<file path="src/rtl/dnn_accel_pkg.sv">
// Shared types for the DNN accelerator memory subsystem.
// Arbiter state encoding and requester port id.
package dnn_accel_pkg;

  typedef enum logic {
    IDLE,
    GRANT
  } arb_state_t;

  typedef logic port_id_t;

endpackage

</file>
<file path="src/rtl/sdram_arbiter_if.sv">
// One Avalon-MM link: command toward the slave,
// stall and read return back toward the master.
interface sdram_arbiter_if #(
  parameter int DATA_W = 32,
  parameter int ADDR_W = 32
);

  logic [ADDR_W-1:0]   address;
  logic                read;
  logic                write;
  logic [DATA_W-1:0]   writedata;
  logic [DATA_W/8-1:0] byteenable;
  logic                waitrequest;
  logic [DATA_W-1:0]   readdata;
  logic                readdatavalid;

  modport master (
    output address, read, write,
    output writedata, byteenable,
    input  waitrequest, readdata,
    input  readdatavalid
  );

  modport slave (
    input  address, read, write,
    input  writedata, byteenable,
    output waitrequest, readdata,
    output readdatavalid
  );

endinterface

</file>
<file path="src/rtl/sdram_tag_fifo.sv">
// In-order FIFO of 1-bit port tags for reads in flight.
// Holds which requester owns each pending read return.
module sdram_tag_fifo
  import dnn_accel_pkg::*;
#(
  parameter  int DEPTH = 4,
  localparam int AW    = $clog2(DEPTH)
) (
  input  logic        clk,
  input  logic        rst,
  input  logic        push,
  input  port_id_t    din,
  input  logic        pop,
  output port_id_t    head,
  output logic [AW:0] count,
  output logic        full,
  output logic        empty
);

  port_id_t      mem [DEPTH];
  logic [AW-1:0] wr_ptr;
  logic [AW-1:0] rd_ptr;
  logic          do_push;
  logic          do_pop;

  assign full    = (count == (AW+1)'(DEPTH));
  assign empty   = (count == '0);
  assign do_push = push && !full;
  assign do_pop  = pop && !empty;
  assign head    = mem[rd_ptr];

  always_ff @(posedge clk or posedge rst) begin
    if (rst) begin
      wr_ptr <= '0;
      rd_ptr <= '0;
      count  <= '0;
    end else begin
      if (do_push) wr_ptr <= wr_ptr + AW'(1);
      if (do_pop)  rd_ptr <= rd_ptr + AW'(1);
      if (do_push && !do_pop)
        count <= count + (AW+1)'(1);
      else if (do_pop && !do_push)
        count <= count - (AW+1)'(1);
    end
  end

  always_ff @(posedge clk) begin
    if (do_push) mem[wr_ptr] <= din;
  end

endmodule

</file>
<file path="src/rtl/sdram_arbiter.sv">
// Round-robin two-port Avalon-MM arbiter in front of the
// SDRAM controller, with in-order read return routing.
module sdram_arbiter
  import dnn_accel_pkg::*;
#(
  parameter int DATA_W   = 32,
  parameter int ADDR_W   = 32,
  parameter int MAX_PEND = 4
) (
  input  logic            clk,
  input  logic            rst,
  sdram_arbiter_if.slave  m0,
  sdram_arbiter_if.slave  m1,
  sdram_arbiter_if.master sd,
  output logic            err
);

  localparam int CW = $clog2(MAX_PEND) + 1;

  arb_state_t state, state_d;
  port_id_t   gnt, gnt_d;
  port_id_t   last, last_d;
  port_id_t   head;

  logic [ADDR_W-1:0]   g_addr;
  logic [DATA_W-1:0]   g_wdata;
  logic [DATA_W/8-1:0] g_be;
  logic [CW-1:0]       count;

  logic req0, req1, g_rd, g_wr;
  logic blocked, push, pop;
  logic full, empty;
  logic rd_o, wr_o, wait0, wait1;

  assign req0    = m0.read | m0.write;
  assign req1    = m1.read | m1.write;
  assign g_rd    = gnt ? m1.read       : m0.read;
  assign g_wr    = gnt ? m1.write      : m0.write;
  assign g_addr  = gnt ? m1.address    : m0.address;
  assign g_wdata = gnt ? m1.writedata  : m0.writedata;
  assign g_be    = gnt ? m1.byteenable : m0.byteenable;

  // Full is judged on the registered count, not on a same-cycle pop.
  assign blocked = g_rd && full;

  always_comb begin
    state_d = state;
    gnt_d   = gnt;
    last_d  = last;
    rd_o    = 1'b0;
    wr_o    = 1'b0;
    wait0   = 1'b1;
    wait1   = 1'b1;
    push    = 1'b0;
    unique case (state)
      IDLE: begin
        if (req0 || req1) begin
          state_d = GRANT;
          if (req0 && req1) gnt_d = ~last;
          else              gnt_d = req1;
        end
      end
      GRANT: begin
        rd_o = g_rd && !blocked;
        wr_o = g_wr;
        if (gnt) wait1 = blocked | sd.waitrequest;
        else     wait0 = blocked | sd.waitrequest;
        if ((rd_o || wr_o) && !sd.waitrequest) begin
          state_d = IDLE;
          last_d  = gnt;
          push    = rd_o;
        end else if (!g_rd && !g_wr) begin
          state_d = IDLE;
        end
      end
      default: state_d = IDLE;
    endcase
  end

  always_ff @(posedge clk or posedge rst) begin
    if (rst) begin
      state <= IDLE;
      gnt   <= 1'b0;
      last  <= 1'b1;
      err   <= 1'b0;
    end else begin
      state <= state_d;
      gnt   <= gnt_d;
      last  <= last_d;
      if (sd.readdatavalid && empty) err <= 1'b1;
    end
  end

  assign pop = sd.readdatavalid && !empty;

  sdram_tag_fifo #(.DEPTH(MAX_PEND)) u_tags (
    .clk   (clk),
    .rst   (rst),
    .push  (push),
    .din   (gnt),
    .pop   (pop),
    .head  (head),
    .count (count),
    .full  (full),
    .empty (empty)
  );

  assign sd.address       = g_addr;
  assign sd.writedata     = g_wdata;
  assign sd.byteenable    = g_be;
  assign sd.read          = rd_o;
  assign sd.write         = wr_o;
  assign m0.waitrequest   = wait0;
  assign m1.waitrequest   = wait1;
  assign m0.readdata      = sd.readdata;
  assign m1.readdata      = sd.readdata;
  assign m0.readdatavalid = pop && !head;
  assign m1.readdatavalid = pop && head;

endmodule
</file>
<file path="src/flat_wrapper.sv">
// flat-port wrapper written by rule: the top's interface ports become plain ports
module sdram_arbiter_flat import dnn_accel_pkg::*;
#(
  parameter int DATA_W   = 32,
  parameter int ADDR_W   = 32,
  parameter int MAX_PEND = 4
)
  (clk, rst, err, m0_address, m0_read, m0_write, m0_writedata, m0_byteenable, m0_waitrequest, m0_readdata, m0_readdatavalid, m1_address, m1_read, m1_write, m1_writedata, m1_byteenable, m1_waitrequest, m1_readdata, m1_readdatavalid, sd_address, sd_read, sd_write, sd_writedata, sd_byteenable, sd_waitrequest, sd_readdata, sd_readdatavalid);
  sdram_arbiter_if #(.DATA_W(DATA_W), .ADDR_W(ADDR_W)) m0_i ();
  sdram_arbiter_if #(.DATA_W(DATA_W), .ADDR_W(ADDR_W)) m1_i ();
  sdram_arbiter_if #(.DATA_W(DATA_W), .ADDR_W(ADDR_W)) sd_i ();
  input  logic clk;
  input  logic rst;
  output logic err;
  input wire logic [$bits(m0_i.address)-1:0] m0_address;
  input wire logic [$bits(m0_i.read)-1:0] m0_read;
  input wire logic [$bits(m0_i.write)-1:0] m0_write;
  input wire logic [$bits(m0_i.writedata)-1:0] m0_writedata;
  input wire logic [$bits(m0_i.byteenable)-1:0] m0_byteenable;
  output wire logic [$bits(m0_i.waitrequest)-1:0] m0_waitrequest;
  output wire logic [$bits(m0_i.readdata)-1:0] m0_readdata;
  output wire logic [$bits(m0_i.readdatavalid)-1:0] m0_readdatavalid;
  input wire logic [$bits(m1_i.address)-1:0] m1_address;
  input wire logic [$bits(m1_i.read)-1:0] m1_read;
  input wire logic [$bits(m1_i.write)-1:0] m1_write;
  input wire logic [$bits(m1_i.writedata)-1:0] m1_writedata;
  input wire logic [$bits(m1_i.byteenable)-1:0] m1_byteenable;
  output wire logic [$bits(m1_i.waitrequest)-1:0] m1_waitrequest;
  output wire logic [$bits(m1_i.readdata)-1:0] m1_readdata;
  output wire logic [$bits(m1_i.readdatavalid)-1:0] m1_readdatavalid;
  output wire logic [$bits(sd_i.address)-1:0] sd_address;
  output wire logic [$bits(sd_i.read)-1:0] sd_read;
  output wire logic [$bits(sd_i.write)-1:0] sd_write;
  output wire logic [$bits(sd_i.writedata)-1:0] sd_writedata;
  output wire logic [$bits(sd_i.byteenable)-1:0] sd_byteenable;
  input wire logic [$bits(sd_i.waitrequest)-1:0] sd_waitrequest;
  input wire logic [$bits(sd_i.readdata)-1:0] sd_readdata;
  input wire logic [$bits(sd_i.readdatavalid)-1:0] sd_readdatavalid;
  assign m0_i.address = m0_address;
  assign m0_i.read = m0_read;
  assign m0_i.write = m0_write;
  assign m0_i.writedata = m0_writedata;
  assign m0_i.byteenable = m0_byteenable;
  assign m0_waitrequest = m0_i.waitrequest;
  assign m0_readdata = m0_i.readdata;
  assign m0_readdatavalid = m0_i.readdatavalid;
  assign m1_i.address = m1_address;
  assign m1_i.read = m1_read;
  assign m1_i.write = m1_write;
  assign m1_i.writedata = m1_writedata;
  assign m1_i.byteenable = m1_byteenable;
  assign m1_waitrequest = m1_i.waitrequest;
  assign m1_readdata = m1_i.readdata;
  assign m1_readdatavalid = m1_i.readdatavalid;
  assign sd_address = sd_i.address;
  assign sd_read = sd_i.read;
  assign sd_write = sd_i.write;
  assign sd_writedata = sd_i.writedata;
  assign sd_byteenable = sd_i.byteenable;
  assign sd_i.waitrequest = sd_waitrequest;
  assign sd_i.readdata = sd_readdata;
  assign sd_i.readdatavalid = sd_readdatavalid;
  sdram_arbiter #(.DATA_W(DATA_W), .ADDR_W(ADDR_W), .MAX_PEND(MAX_PEND)) u_core (.clk(clk), .rst(rst), .m0(m0_i), .m1(m1_i), .sd(sd_i), .err(err));
endmodule
</file>
<file path="config.mk">
export PLATFORM = sky130hd
export DESIGN_NAME = sdram_arbiter_flat
export DESIGN_NICKNAME = d
export VERILOG_FILES = /design/src/rtl/dnn_accel_pkg.sv /design/src/rtl/sdram_arbiter_if.sv /design/src/rtl/sdram_tag_fifo.sv /design/src/rtl/sdram_arbiter.sv /design/src/flat_wrapper.sv
export SDC_FILE = /design/constraint.sdc
export NUM_CORES = 1
export LEC_CHECK = 0
export CORE_AREA = 2 2 124 126
export CTS_BUF_LIST = sky130_fd_sc_hd__clkbuf_4 sky130_fd_sc_hd__clkbuf_8
export DETAILED_ROUTE_END_ITERATION = 10
export DIE_AREA = 0 0 126 128
export PLACE_DENSITY = 0.57
export SYNTH_ARGS = -nofsm -noshare
export SYNTH_HDL_FRONTEND = slang
export SYNTH_HIERARCHICAL = 1
export SYNTH_SLANG_ARGS = --single-unit
</file>
<file path="constraint.sdc">
create_clock -name clk -period 2.99 [get_ports clk]
set_input_delay 0.4485 -clock clk [delete_from_list [all_inputs] [get_ports clk]]
set_output_delay 0.4485 -clock clk [all_outputs]
set_load 0.03 [all_outputs]
</file>
==> qor.csv, run 1 <==
stage,metric,value,unit
place,post-DP HPWL,7200,um
yosys,Synth Register Bits,15,
power_and_ir_drop,Peak VDD IR,0.477,mV
setup_path,CP Max Fanout,5,
floorplanning,die area,16100,sq um
floorplanning,Top Ports,315,
yosys,Synth area leader,mux2_2,
sta,fmax,0.391,GHz
floorplanning,Initial Util,0.157,
setup_path,Worst EP required,2.54,ns
floorplanning,die height,128,um
place,Final Wtd Congestion,0.748,
power_and_ir_drop,Tot Pwr,3.24,mW
clocking,CTS tree,done,
clocking,H-tree levels,1,
final_layout,# nets final,553,
final_layout,# diodes,0,
setup_path,critical path's most frequent cell,clkdlybuf4s50_1,
sta,Period minus WS final,2.56,ns
grt,all-layer global routing usage,0.0901,
yosys,"FFs w/ async S/R, synth",0.733,
sta,Final Hold Viols,0,
sta,Slew Limit Fails,0,
sta,actual slew at the worst max-slew pin,0.475,ns
setup_path,Critical Path Sink Type,output pin,
grt,vias in the first global route,2174,
grt,largest net degree at the start of global routing,52,
yosys,Post-synth EDFFs,4,
setup_path,FF-to-FF End,u_core/u_tags/count[2],
clocking,postcts setup bufs,0,
yosys,synthesized area,2340,sq um
yosys,ys flop type,dfrtp_1,
yosys,Syn Inst Count,219,
routing,drt first pass iters,4,
clocking,CTS resizes,0,
setup_path,critical path type,primary input to output pin,
setup_path,Critical Path Start Type,primary input,
setup_path,WP data arrival,2.11,ns
run_status,status,"finished, final reports clean",
clocking,hold bufs inserted after CTS,0,
setup_path,slack of the worst reg-to-reg path,0.69,ns
sta,setup TNS,0,ns
power_and_ir_drop,static leakage,1.67,nW
setup_path,Crit path max-delay family,buffers and inverters,
power_and_ir_drop,power density cells,759,nW/um^2
setup_path,cells on worst reg2reg path,9,
routing,# DRC,0,
clocking,root buf cell,clkbuf_8,
place,DP Area,4230,sq um
routing,total wire length,8110,um
sta,worst clock skew,0.00104,ns
final_layout,final instance area,4270,sq um
setup_path,CP Buf/Inv Count,2,
routing,Antenna Violating Nets Remaining,0,
yosys,commonest cells in the netlist,"buf_4, mux2_2, mux2_4",
clocking,CTS sink count,15,
final_layout,Layout area overhead,82.7,%
setup_path,worst setup path startpoint,m1_read,
floorplanning,Die W,126,um
grt,initial antenna violation count,0,
routing,routed vias/inst,3.76,
clocking,CTS buffer count,3,
setup_path,Critical-path top delay cell,clkdlybuf4s50_1,
setup_path,crit-path cells,"clkdlybuf4s50_1, mux2i_1, nor2_1, and2_1, clkdlybuf4s50_1",
routing,via count,2099,
min_path,worst hold-check path type,primary input to asynchronous set/reset pin,
sta,Final setup viols,0,
yosys,syn nets,401,
setup_path,r2r startpoint,u_core/state,
yosys,Mean Syn Cell Area,10.7,sq um
floorplanning,Core Region,14900,sq um
routing,initial DRC count,50,
sta,worst relative slew slack,0.683,
flow_run,Max Cap Viol,0,
yosys,post-synthesis sequential area ratio,0.170,
yosys,share of the synthesized area in the top cell type,0.207,
sta,fin crit share,0.855,
clocking,"Reg clk slew, reported paths",0.06,ns
place,input/output buffers,218,
yosys,ranking of synthesized cells by area,"mux2_2, buf_4, mux2_4",
yosys,synth unique cells,37,
grt,gr ovfl total,0,
grt,first-pass GRT wire length,11600,um
sta,RSZ-0062 raised after global routing,no,
setup_path,delay of the slowest critical-path stage,0.66,ns
floorplanning,row count,45,
final_layout,ratio of cells with drive above 1 in the final layout,0.241,
yosys,"count leader, synth",buf_4,
clocking,clock latency on the worst-skew pair,0.24,ns
routing,routed length per placed instance,14.5,um
clocking,CTS max path bufs,2,
yosys,Yosys warning count,6,
## worst max-delay path by stage
stage,end,cells after the start
2_1_floorplan,u_core/u_tags/count[2],10
3_3_place_gp,u_core/u_tags/count[2],10
3_5_place_dp,u_core/u_tags/count[2],10
4_1_cts,sd_read,5
5_1_grt,u_core/u_tags/count[2],10
6_report,sd_read,5
## kinds of logic (layout without fill, tap and decap cells)
family | count (synthesis) | after routing | share of synthesized area
AOI/OAI and AO/OA | 8 | 8 | 0.0326
xor gates and xnor gates | 6 | 6 | 0.0225
DFF | 15 | 15 | 0.170
and+or+nand+nor | 30 | 30 | 0.0845
muxes | 74 | 74 | 0.403
adders and majority gates | 6 | 6 | 0.0353
buffers and inverters | 80 | 231 | 0.253
## metal layers
metal | GRT usage | up-vias | routed length [um] | share of wire
met5 | 0 | - | 0 | 0
met4 | 0.0142 | 0 | 38 | 0.0047
met3 | 0.0409 | 6 | 1070 | 0.13
met2 | 0.149 | 156 | 3900 | 0.48
met1 | 0.110 | 950 | 3100 | 0.38
li1 | - | 987 | - | -
## area by class of cell
cell class                 count  area (sq um)
clock inverter                 1          5.00
inverter                       6          22.5
clock buffer                   3          41.3
multi-input combinational    124          1350
fill                        1586         10600
sequential                    15           400
timing repair buffer         221          2220
tap                          188           235
## power breakdown
group	total [mW]	switching, mW	internal (mW)	leakage (nW)
logic	2.67	1.32	1.35	1.48
clock network	0.163	0.0705	0.0921	0.0255
registers	0.408	0.0966	0.311	0.160
total	3.24	1.49	1.75	1.67
## sequential cells by signal, indices dropped and copies added, names as in the netlist
signal	count
u_core/state	1
u_core/u_tags/rd_ptr	2
u_core/gnt	1
u_core/u_tags/mem	4
u_core/err	1
u_core/u_tags/wr_ptr	2
u_core/u_tags/count	3
u_core/last	1
## stage by stage
step | worst slack, ns | util | hold WS [ns] | instances
2_1_floorplan | 0.764 | - | 0.214 | 219
3_3_place_gp | 0.267 | 0.284 | 0.440 | 554
3_5_place_dp | 0.225 | 0.284 | 0.447 | 554
4_1_cts | 0.433 | 0.287 | 0.421 | 558
5_1_grt | 0.313 | 0.287 | 0.440 | 558
6_report | 0.434 | 0.287 | 0.419 | 558
## placed cells by master (no fill, tap or decap), types with 2 or more instances in the layout
master	Yosys	layout
a21o_1	2	2
and2_1	2	2
and2_2	4	4
buf_4	64	2
clkbuf_8	0	3
clkdlybuf4s50_1	0	218
dfrtp_1	10	9
edfxtp_1	4	4
ha_1	5	5
inv_1	6	6
mux2_2	43	43
mux2_4	27	27
mux2i_1	3	3
nand2_1	3	3
nand4b_1	2	2
nor2_1	6	6
nor2b_1	4	4
xnor2_1	4	4
xor2_1	2	2
No activity file was read; power rests on OpenSTA's default activity.
==> inputs of run 2 (changes only) <==
Settings changed: CTS_CLUSTER_SIZE set to 8.
==> results of run 2 <==
Same layout as run 1: the final DEF is identical, and so are final timing and power.
